## src/rtl/vnlp_gen2.sv

```systemverilog
// ============================================================================
// Module   : vnlp_gen2
// Summary  : Walks a linked list of DIM-element signed vectors in memory and
//            accumulates a saturating L2^2 or L1 norm over every element.
// Revision : 1.0
// ============================================================================
`default_nettype none

module vnlp_gen2 #(
    parameter int WORD_SIZE = 24,
    parameter int ADDR_BITS = 9,
    parameter int DIM       = 2,
    parameter int LEN_SIZE  = 8,
    parameter int PRECIS    = 56,
    parameter int NULL_ADDR = 0
) (
    input  logic                 clk,
    input  logic                 rst,
    input  logic                 start,
    input  logic [ADDR_BITS-1:0] head,
    input  logic                 mode,
    output logic                 busy,
    output logic                 done,
    output logic [PRECIS-1:0]    norm,
    output logic [LEN_SIZE-1:0]  len,
    output logic                 ovf,
    output logic                 err,
    output logic                 mem_req,
    output logic [ADDR_BITS-1:0] mem_addr,
    input  logic [WORD_SIZE-1:0] mem_rdata,
    input  logic                 mem_valid
);

    localparam int C_TW = 2 * WORD_SIZE;
    localparam int C_SW = ((PRECIS > C_TW) ? PRECIS : C_TW) + 1;
    localparam int C_KW = $clog2(DIM + 1);

    localparam logic [ADDR_BITS-1:0] C_NULL     = ADDR_BITS'(NULL_ADDR);
    localparam logic [LEN_SIZE-1:0]  C_LEN_MAX  = '1;
    localparam logic [C_KW-1:0]      C_DIM      = C_KW'(DIM);
    localparam logic [C_SW-1:0]      C_NORM_MAX = {{(C_SW-PRECIS){1'b0}}, {PRECIS{1'b1}}};

    typedef enum logic [1:0] {
        S_IDLE       = 2'd0,
        S_FETCH_PTR  = 2'd1,
        S_FETCH_ELEM = 2'd2,
        S_DONE       = 2'd3
    } state_t;

    state_t               r_state;
    logic [ADDR_BITS-1:0] r_base;
    logic [ADDR_BITS-1:0] r_next;
    logic [C_KW-1:0]      r_k;
    logic                 r_mode;
    logic [PRECIS-1:0]    r_norm;
    logic [LEN_SIZE-1:0]  r_len;
    logic                 r_ovf;
    logic                 r_err;
    logic                 r_busy;
    logic                 r_done;
    logic                 r_mem_req;
    logic [ADDR_BITS-1:0] r_mem_addr;

    logic [WORD_SIZE-1:0] w_mag;
    logic [C_TW-1:0]      w_sq;
    logic [C_TW-1:0]      w_term;
    logic [C_SW-1:0]      w_sum;
    logic                 w_sat;
    logic [LEN_SIZE-1:0]  w_len_inc;
    logic [ADDR_BITS-1:0] w_elem_addr_next;

    // Two's-complement negate taken as unsigned, so the most negative value
    // maps to 2^(WORD_SIZE-1) instead of overflowing.
    assign w_mag  = mem_rdata[WORD_SIZE-1] ? (WORD_SIZE'(0) - mem_rdata) : mem_rdata;
    assign w_sq   = C_TW'(w_mag) * C_TW'(w_mag);
    assign w_term = r_mode ? C_TW'(w_mag) : w_sq;
    assign w_sum  = C_SW'(r_norm) + C_SW'(w_term);
    assign w_sat  = r_ovf | (w_sum > C_NORM_MAX);

    assign w_len_inc        = r_len + LEN_SIZE'(1);
    assign w_elem_addr_next = r_base + ADDR_BITS'(r_k) + ADDR_BITS'(1);

    always_ff @(posedge clk) begin
        if (rst) begin
            r_state    <= S_IDLE;
            r_base     <= '0;
            r_next     <= '0;
            r_k        <= '0;
            r_mode     <= 1'b0;
            r_norm     <= '0;
            r_len      <= '0;
            r_ovf      <= 1'b0;
            r_err      <= 1'b0;
            r_busy     <= 1'b0;
            r_done     <= 1'b0;
            r_mem_req  <= 1'b0;
            r_mem_addr <= '0;
        end else begin
            unique case (r_state)
                S_IDLE: begin
                    if (start) begin
                        r_norm <= '0;
                        r_len  <= '0;
                        r_ovf  <= 1'b0;
                        r_err  <= 1'b0;
                        r_mode <= mode;
                        r_base <= head;
                        r_busy <= 1'b1;
                        if (head == C_NULL) begin
                            r_state <= S_DONE;
                            r_done  <= 1'b1;
                        end else begin
                            r_state    <= S_FETCH_PTR;
                            r_mem_req  <= 1'b1;
                            r_mem_addr <= head;
                        end
                    end
                end

                S_FETCH_PTR: begin
                    if (mem_valid) begin
                        r_next     <= mem_rdata[ADDR_BITS-1:0];
                        r_k        <= C_KW'(1);
                        r_mem_addr <= r_base + ADDR_BITS'(1);
                        r_state    <= S_FETCH_ELEM;
                    end
                end

                S_FETCH_ELEM: begin
                    if (mem_valid) begin
                        r_norm <= w_sat ? C_NORM_MAX[PRECIS-1:0] : w_sum[PRECIS-1:0];
                        r_ovf  <= w_sat;
                        if (r_k < C_DIM) begin
                            r_k        <= r_k + C_KW'(1);
                            r_mem_addr <= w_elem_addr_next;
                        end else begin
                            r_len <= w_len_inc;
                            // The length guard catches both cyclic and over-long lists.
                            if (r_next == C_NULL) begin
                                r_state   <= S_DONE;
                                r_done    <= 1'b1;
                                r_mem_req <= 1'b0;
                            end else if (w_len_inc == C_LEN_MAX) begin
                                r_err     <= 1'b1;
                                r_state   <= S_DONE;
                                r_done    <= 1'b1;
                                r_mem_req <= 1'b0;
                            end else begin
                                r_base     <= r_next;
                                r_mem_addr <= r_next;
                                r_state    <= S_FETCH_PTR;
                            end
                        end
                    end
                end

                S_DONE: begin
                    r_done  <= 1'b0;
                    r_busy  <= 1'b0;
                    r_state <= S_IDLE;
                end

                default: begin
                    r_state   <= S_IDLE;
                    r_busy    <= 1'b0;
                    r_done    <= 1'b0;
                    r_mem_req <= 1'b0;
                end
            endcase
        end
    end

    assign busy     = r_busy;
    assign done     = r_done;
    assign norm     = r_norm;
    assign len      = r_len;
    assign ovf      = r_ovf;
    assign err      = r_err;
    assign mem_req  = r_mem_req;
    assign mem_addr = r_mem_addr;

endmodule

`default_nettype wire
```

## config.mk

```make
export PLATFORM = sky130hd
export DESIGN_NAME = vnlp_gen2
export DESIGN_NICKNAME = d
export VERILOG_FILES = /design/src/rtl/vnlp_gen2.sv
export SDC_FILE = /design/constraint.sdc
export NUM_CORES = 1
export LEC_CHECK = 0
export CAP_MARGIN = 30
export CORE_MARGIN = 2
export CORE_UTILIZATION = 58
export CTS_CLUSTER_DIAMETER = 50
export DETAILED_ROUTE_END_ITERATION = 6
export PLACE_DENSITY = 0.85
export SYNTH_ARGS = -nofsm -noshare
export SYNTH_HDL_FRONTEND = slang
export SYNTH_SLANG_ARGS = --single-unit
```

## constraint.sdc

```tcl
create_clock -name clk -period 14.5 [get_ports clk]
set_input_delay 2.9 -clock clk [delete_from_list [all_inputs] [get_ports clk]]
set_output_delay 2.9 -clock clk [all_outputs]
set_load 0.02 [all_outputs]
```

==> results of run 1 <==
metrics by stage:
| stage | cells | hold slack, ps | setup TNS [ps] | area [um2] | util |
|---|---|---|---|---|---|
| after global placement | 3713 | 441 | -17980 | 27100 | 0.650 |
| after floorplan | 3000 | 462 | 0 | 24400 | - |
| after CTS | 3731 | 456 | 0 | 27500 | 0.657 |
| after global routing | 3733 | 482 | 0 | 27600 | 0.662 |
| final | 3733 | 456 | 0 | 27600 | 0.662 |
| after detailed placement | 3715 | 446 | -19800 | 27200 | 0.650 |
state kept, by name, indices dropped and copies added (netlist names):
register / cells
mem_addr: 9
mem_req: 1
r_base: 9
err: 1
done: 1
norm: 56
len: 8
r_k: 2
r_next: 9
ovf: 1
busy: 1
r_state: 2
r_mode: 1
area by class of cell:
type | count | area [um2] | share of cell area
flip-flops and latches | 101 | 2020 | 0.0732
clock buffers | 11 | 233 | 0.00842
multi-input cells | 2128 | 19600 | 0.711
clock inverters | 5 | 58.8 | 0.00213
inverters | 654 | 2460 | 0.0889
well taps | 539 | 674 | 0.0244
repair buffers | 295 | 2540 | 0.0919
worst max-delay path, delay by kind of cell:
| family | cells | cell delay, ps |
|---|---|---|
| compound gates | 8 | 1870 |
| xor+xnor | 1 | 400 |
| fa+ha+maj | 9 | 4370 |
| buf+inv | 12 | 1830 |
| mux | 1 | 370 |
| simple gates | 11 | 2640 |
cell usage in the layout, fill, tap and decap left out, types with 6 or more instances in the layout:
cell	count
nor3_1	21
o31ai_1	12
o21ai_1	7
nand2_1	338
clkbuf_16	10
o211ai_1	15
xor2_1	54
a22oi_1	8
a211oi_1	21
ha_1	227
inv_2	6
nor2b_1	14
nand4_1	27
a211o_1	16
a21oi_1	186
buf_4	177
nor2_1	254
o21bai_1	13
xnor2_1	67
o21ai_0	123
a21o_1	48
and2_1	16
conb_1	18
nand2b_1	12
fa_1	428
or3_1	10
inv_1	642
clkdlybuf4s50_1	114
mux2i_1	13
nand3_1	30
a31oi_1	11
or4_1	6
o21a_1	11
and3_1	15
dfxtp_1	100
per-layer routing:
metal / vias up / track usage / part of all wire
li1: 9766 / - / -
met1: 10500 / 0.436 / 0.39
met2: 1023 / 0.563 / 0.48
met3: 246 / 0.0479 / 0.082
met4: 0 / 0.161 / 0.051
met5: - / 0 / 0
path summary, 6_finish.rpt:
check	from	end	slack [ps]	cells after the start
setup / recovery	mem_rdata[0]	norm[55]$_SDFFE_PP0P_	420	42
hold / removal	mem_addr[5]$_SDFFE_PP0P_	mem_addr[5]$_SDFFE_PP0P_	460	2
setup reg to reg	r_mode$_SDFFE_PP0P_	norm[24]$_SDFFE_PP0P_	10360	13
hold reg to reg	mem_addr[5]$_SDFFE_PP0P_	mem_addr[5]$_SDFFE_PP0P_	460	2
cells in the mapped netlist (all sizes together), types with 24 or more instances:
cell	instances
a21o	48
a21oi	188
buf	25
clkbuf	92
dfxtp	101
fa	428
ha	228
inv	649
nand2	338
nand3	30
nand4	27
nor2	257
nor3	24
o21ai	131
xnor2	69
xor2	55
kinds of logic (layout without fill, tap and decap cells):
logic type / count (synthesis) / count (layout)
other cells: 2 / 18
buf+inv: 771 / 965
fa+ha+maj: 656 / 656
compound gates: 532 / 532
mux: 18 / 18
flops: 101 / 101
xor+xnor: 124 / 124
simple gates: 780 / 780
timing repair:
action	4_1_cts	5_1_grt
gates resized for setup	1	28
buffers inserted	0	1
gates cloned	0	1
pin swaps	0	5
endpoints found under the setup margin	42	57
==> results.txt, run 1 <==
status - finished clean
clk_lat worst skew - 360 ps
register clock-pin slew on the reported worst setup and hold paths - 70 ps
simple-gate share of the synthesized area - 0.140
first-pass GRT wire length - 116000 um
vias in the first global route - 22600
final WL - 71600 um
CP Class - in2reg
Synth Instances - 2984
FMAX - 0.0710 GHz
DR DRC count - 0
CP max stage delay - 580 ps
Site Rows - 75
Layout fillers - 3373
Die X - 209 um
multiplexer share of the synthesized area - 0.00764
via/cell ratio - 5.76
GRT Overall Usage - 0.338
Synth Area in XOR/XNOR - 0.0448
synthesized area - 24400 um2
asr flop ratio synth - 0
detailed-route via count - 21500
Seq/Total Area, Yosys - 0.0829
GPL Wtd Cong - 0.998
clock skew - 11.0 ps
root buffer cell - clkbuf_16
Starting Density - 0.584
Adder-Cell Fraction of Synth Area - 0.468
Max-cap violations - 0
synthesis-to-layout area growth - 13.3%
Placement Setup Slack - -450 ps
hold bufs inserted after CTS - 0
wire per inst - 19.2 um
drt pass-1 iters - 7
area fraction of the dominant cell type after synthesis - 0.351
Max clock buf depth - 2
Setup WS post-layout - 417 ps
Slew Viols, Final - 0
# H-tree levels - 3
Top Ports - 116
final period utilization - 0.971
Syn Area/Cell - 8.17 um2
slowest cell on the critical path - fa_1
core box area - 41800 um2
crit path launch type - input pin
share of cells above drive strength 1 - 0.0789
Die Y - 209 um
setup violators final - 0
Yosys reg bits - 101
total number of yosys warnings - 0
initial DRC count - 1642
most common flop cell mapped by yosys - dfxtp_1
die area - 43700 um2
EDFF count, synth - 0
worst-margin pin slew - 1020 ps
synth unique cells - 83
Num CTS Buffers - 9
most frequent CP cell - fa_1
largest net degree at the start of global routing - 93
Overflow after GRT - 0
compound-gate portion of the synthesized area - 0.136
final-stage net count - 3883
post-route ant nets - 0
largest family of logic cells by synthesized area - adder cells
Max FO, Critical Path - 15
CP Data Required Time - 14800 ps
CTS tree - built
biggest area consumer among synthesized cells - fa_1
Antenna Cells - 0
Tmin final - 14080 ps
RSZ-0062 raised after global routing - false
Clock Sinks - 101
Hold WC Path Type - reg2reg
I/O Buffers - 115
initial antenna violation count - 0
final hold violation count - 0
worst rel slew slack - 0.318
Worst setup EP type - register
top post-synthesis cells by area - fa_1 (35%), ha_1 (12%), inv_1 (9.9%)
WP data arrival - 14380 ps
HPWL after detailed placement - 59500 um
Power of run 1 is not shown: default switching activity piles up to over one toggle a cycle in this logic, so the estimate is an artifact.
==> inputs of run 2 (changes only) <==
ABC_CLOCK_PERIOD_IN_PS = 14500   (was unset)
CORE_MARGIN = 8   (was 2)
==> results.txt, run 2 (synthesis gave the netlist of run 1 again) <==
commonest non-fill, non-tap cells in the layout - inv_1 (640), fa_1 (428), nand2_1 (338), nor2_1 (254), ha_1 (227)
synthesis-to-layout area growth - 13.7%
WP data arrival - 14520 ps
clk_lat worst skew - 360 ps
largest net degree at the start of global routing - 90
Max FO, Critical Path - 23
CP Data Required Time - 14770 ps
Num CTS Buffers - 9
final WL - 72400 um
final-stage net count - 3894
max reg flops - 56
post-route ant nets - 0
first-pass GRT wire length - 117000 um
most frequent CP cell - fa_1
GRT Overall Usage - 0.294
core box area - 41800 um2
CTS tree - built
setup violators final - 0
footprint of the multi-input gates - 19600 um2
commonest non-fill, non-tap cell in the layout - inv_1
detailed-route via count - 21600
r2r startpoint - r_mode$_SDFFE_PP0P_
Hold WC Path Type - reg2reg
# H-tree levels - 3
R2R Path End - norm[5]$_SDFFE_PP0P_
CP Class - in2reg
wire per inst - 19.3 um
initial antenna violation count - 1
Site Rows - 75
Starting Density - 0.584
vias in the first global route - 22600
Top Ports - 116
hold bufs inserted after CTS - 0
storage element area - 2020 um2
FMAX - 0.0702 GHz
CP max stage delay - 560 ps
Die X - 221 um
root buffer cell - clkbuf_16
GPL Wtd Cong - 1.01
drt pass-1 iters - 6
M1 WL - 28200 um
metal3 WL - 5790 um
crit path launch type - input pin
initial DRC count - 2131
Hold Slack - 456 ps
cell count of the worst reg-to-reg path - 13
Die Y - 221 um
Hold Path Stages - 2
DR DRC count - 0
share of cells above drive strength 1 - 0.0839
met2 wire len - 34700 um
Slew Viols, Final - 0
Max-cap violations - 0
hold wc startpoint - mem_addr[0]$_SDFFE_PP0P_
status - finished clean
final hold violation count - 0
Max clock buf depth - 2
final period utilization - 0.983
die area - 48900 um2
Min-Delay Endpoint - mem_addr[0]$_SDFFE_PP0P_
I/O Buffers - 115
Worst setup EP type - register
Placement Setup Slack - -342 ps
Clock Sinks - 101
final core area utilization - 0.664
Setup WS post-layout - 253 ps
R2R setup slack - 10310 ps
Layout fillers - 3331
via/cell ratio - 5.78
worst rel slew slack - 0.364
Tmin final - 14250 ps
slowest cell on the critical path - or4_4
HPWL after detailed placement - 60400 um
clock skew - 10.4 ps
DR top layer - met4
register clock-pin slew on the reported worst setup and hold paths - 70 ps
worst-margin pin slew - 954 ps
Overflow after GRT - 0
## run 2: stage by stage
stage	cell area, um2	instances	TNS [ps]
final	27700	3745	0
after global routing	27700	3744	-1240
after CTS	27600	3736	0
after detailed placement	27200	3720	-15130
after global placement	27200	3718	-654
after floorplan	24400	3000	0
## run 2: worst max-delay path: cells and delay by family
kind	cells	cell delay, ps
mux	1	400
buf+inv	10	1480
compound gates	13	3060
xor+xnor	1	170
simple gates	8	2220
fa+ha+maj	9	4260
## run 2: worst max path at each step
| stage | start | end | slack [ps] | cells past startpoint |
|---|---|---|---|---|
| final | mem_rdata[8] | norm[5]$_SDFFE_PP0P_ | 250 | 42 |
| after global routing | mem_rdata[8] | norm[5]$_SDFFE_PP0P_ | -120 | 42 |
| after global placement | mem_rdata[0] | norm[36]$_SDFFE_PP0P_ | -40 | 43 |
| after CTS | mem_rdata[0] | norm[5]$_SDFFE_PP0P_ | 50 | 45 |
| after floorplan | mem_rdata[0] | norm[36]$_SDFFE_PP0P_ | 600 | 46 |
| after detailed placement | mem_rdata[0] | norm[2]$_SDFFE_PP0P_ | -340 | 45 |
## run 2: layer usage
layer / vias up / GRT usage
li1: 9791 / -
met1: 10600 / 0.370
met2: 1023 / 0.499
met3: 256 / 0.0438
met4: 0 / 0.130
met5: - / 0
## run 2: repair_timing
action	in CTS	in global routing
pin swaps	0	7
resized for setup	1	28
setup buffers	0	7
setup endpoints to repair	4	57
## run 2: area by class of cell
cell class / count / area share
flip-flops and latches: 101 / 0.0729
clock buffers: 10 / 0.00862
diodes: 1 / 0.0000902
multi-input cells: 2128 / 0.707
inverters: 654 / 0.0885
well taps: 539 / 0.0243
repair buffers: 306 / 0.0963
clock inverters: 6 / 0.00248
Power of run 2 is left out for the same reason.
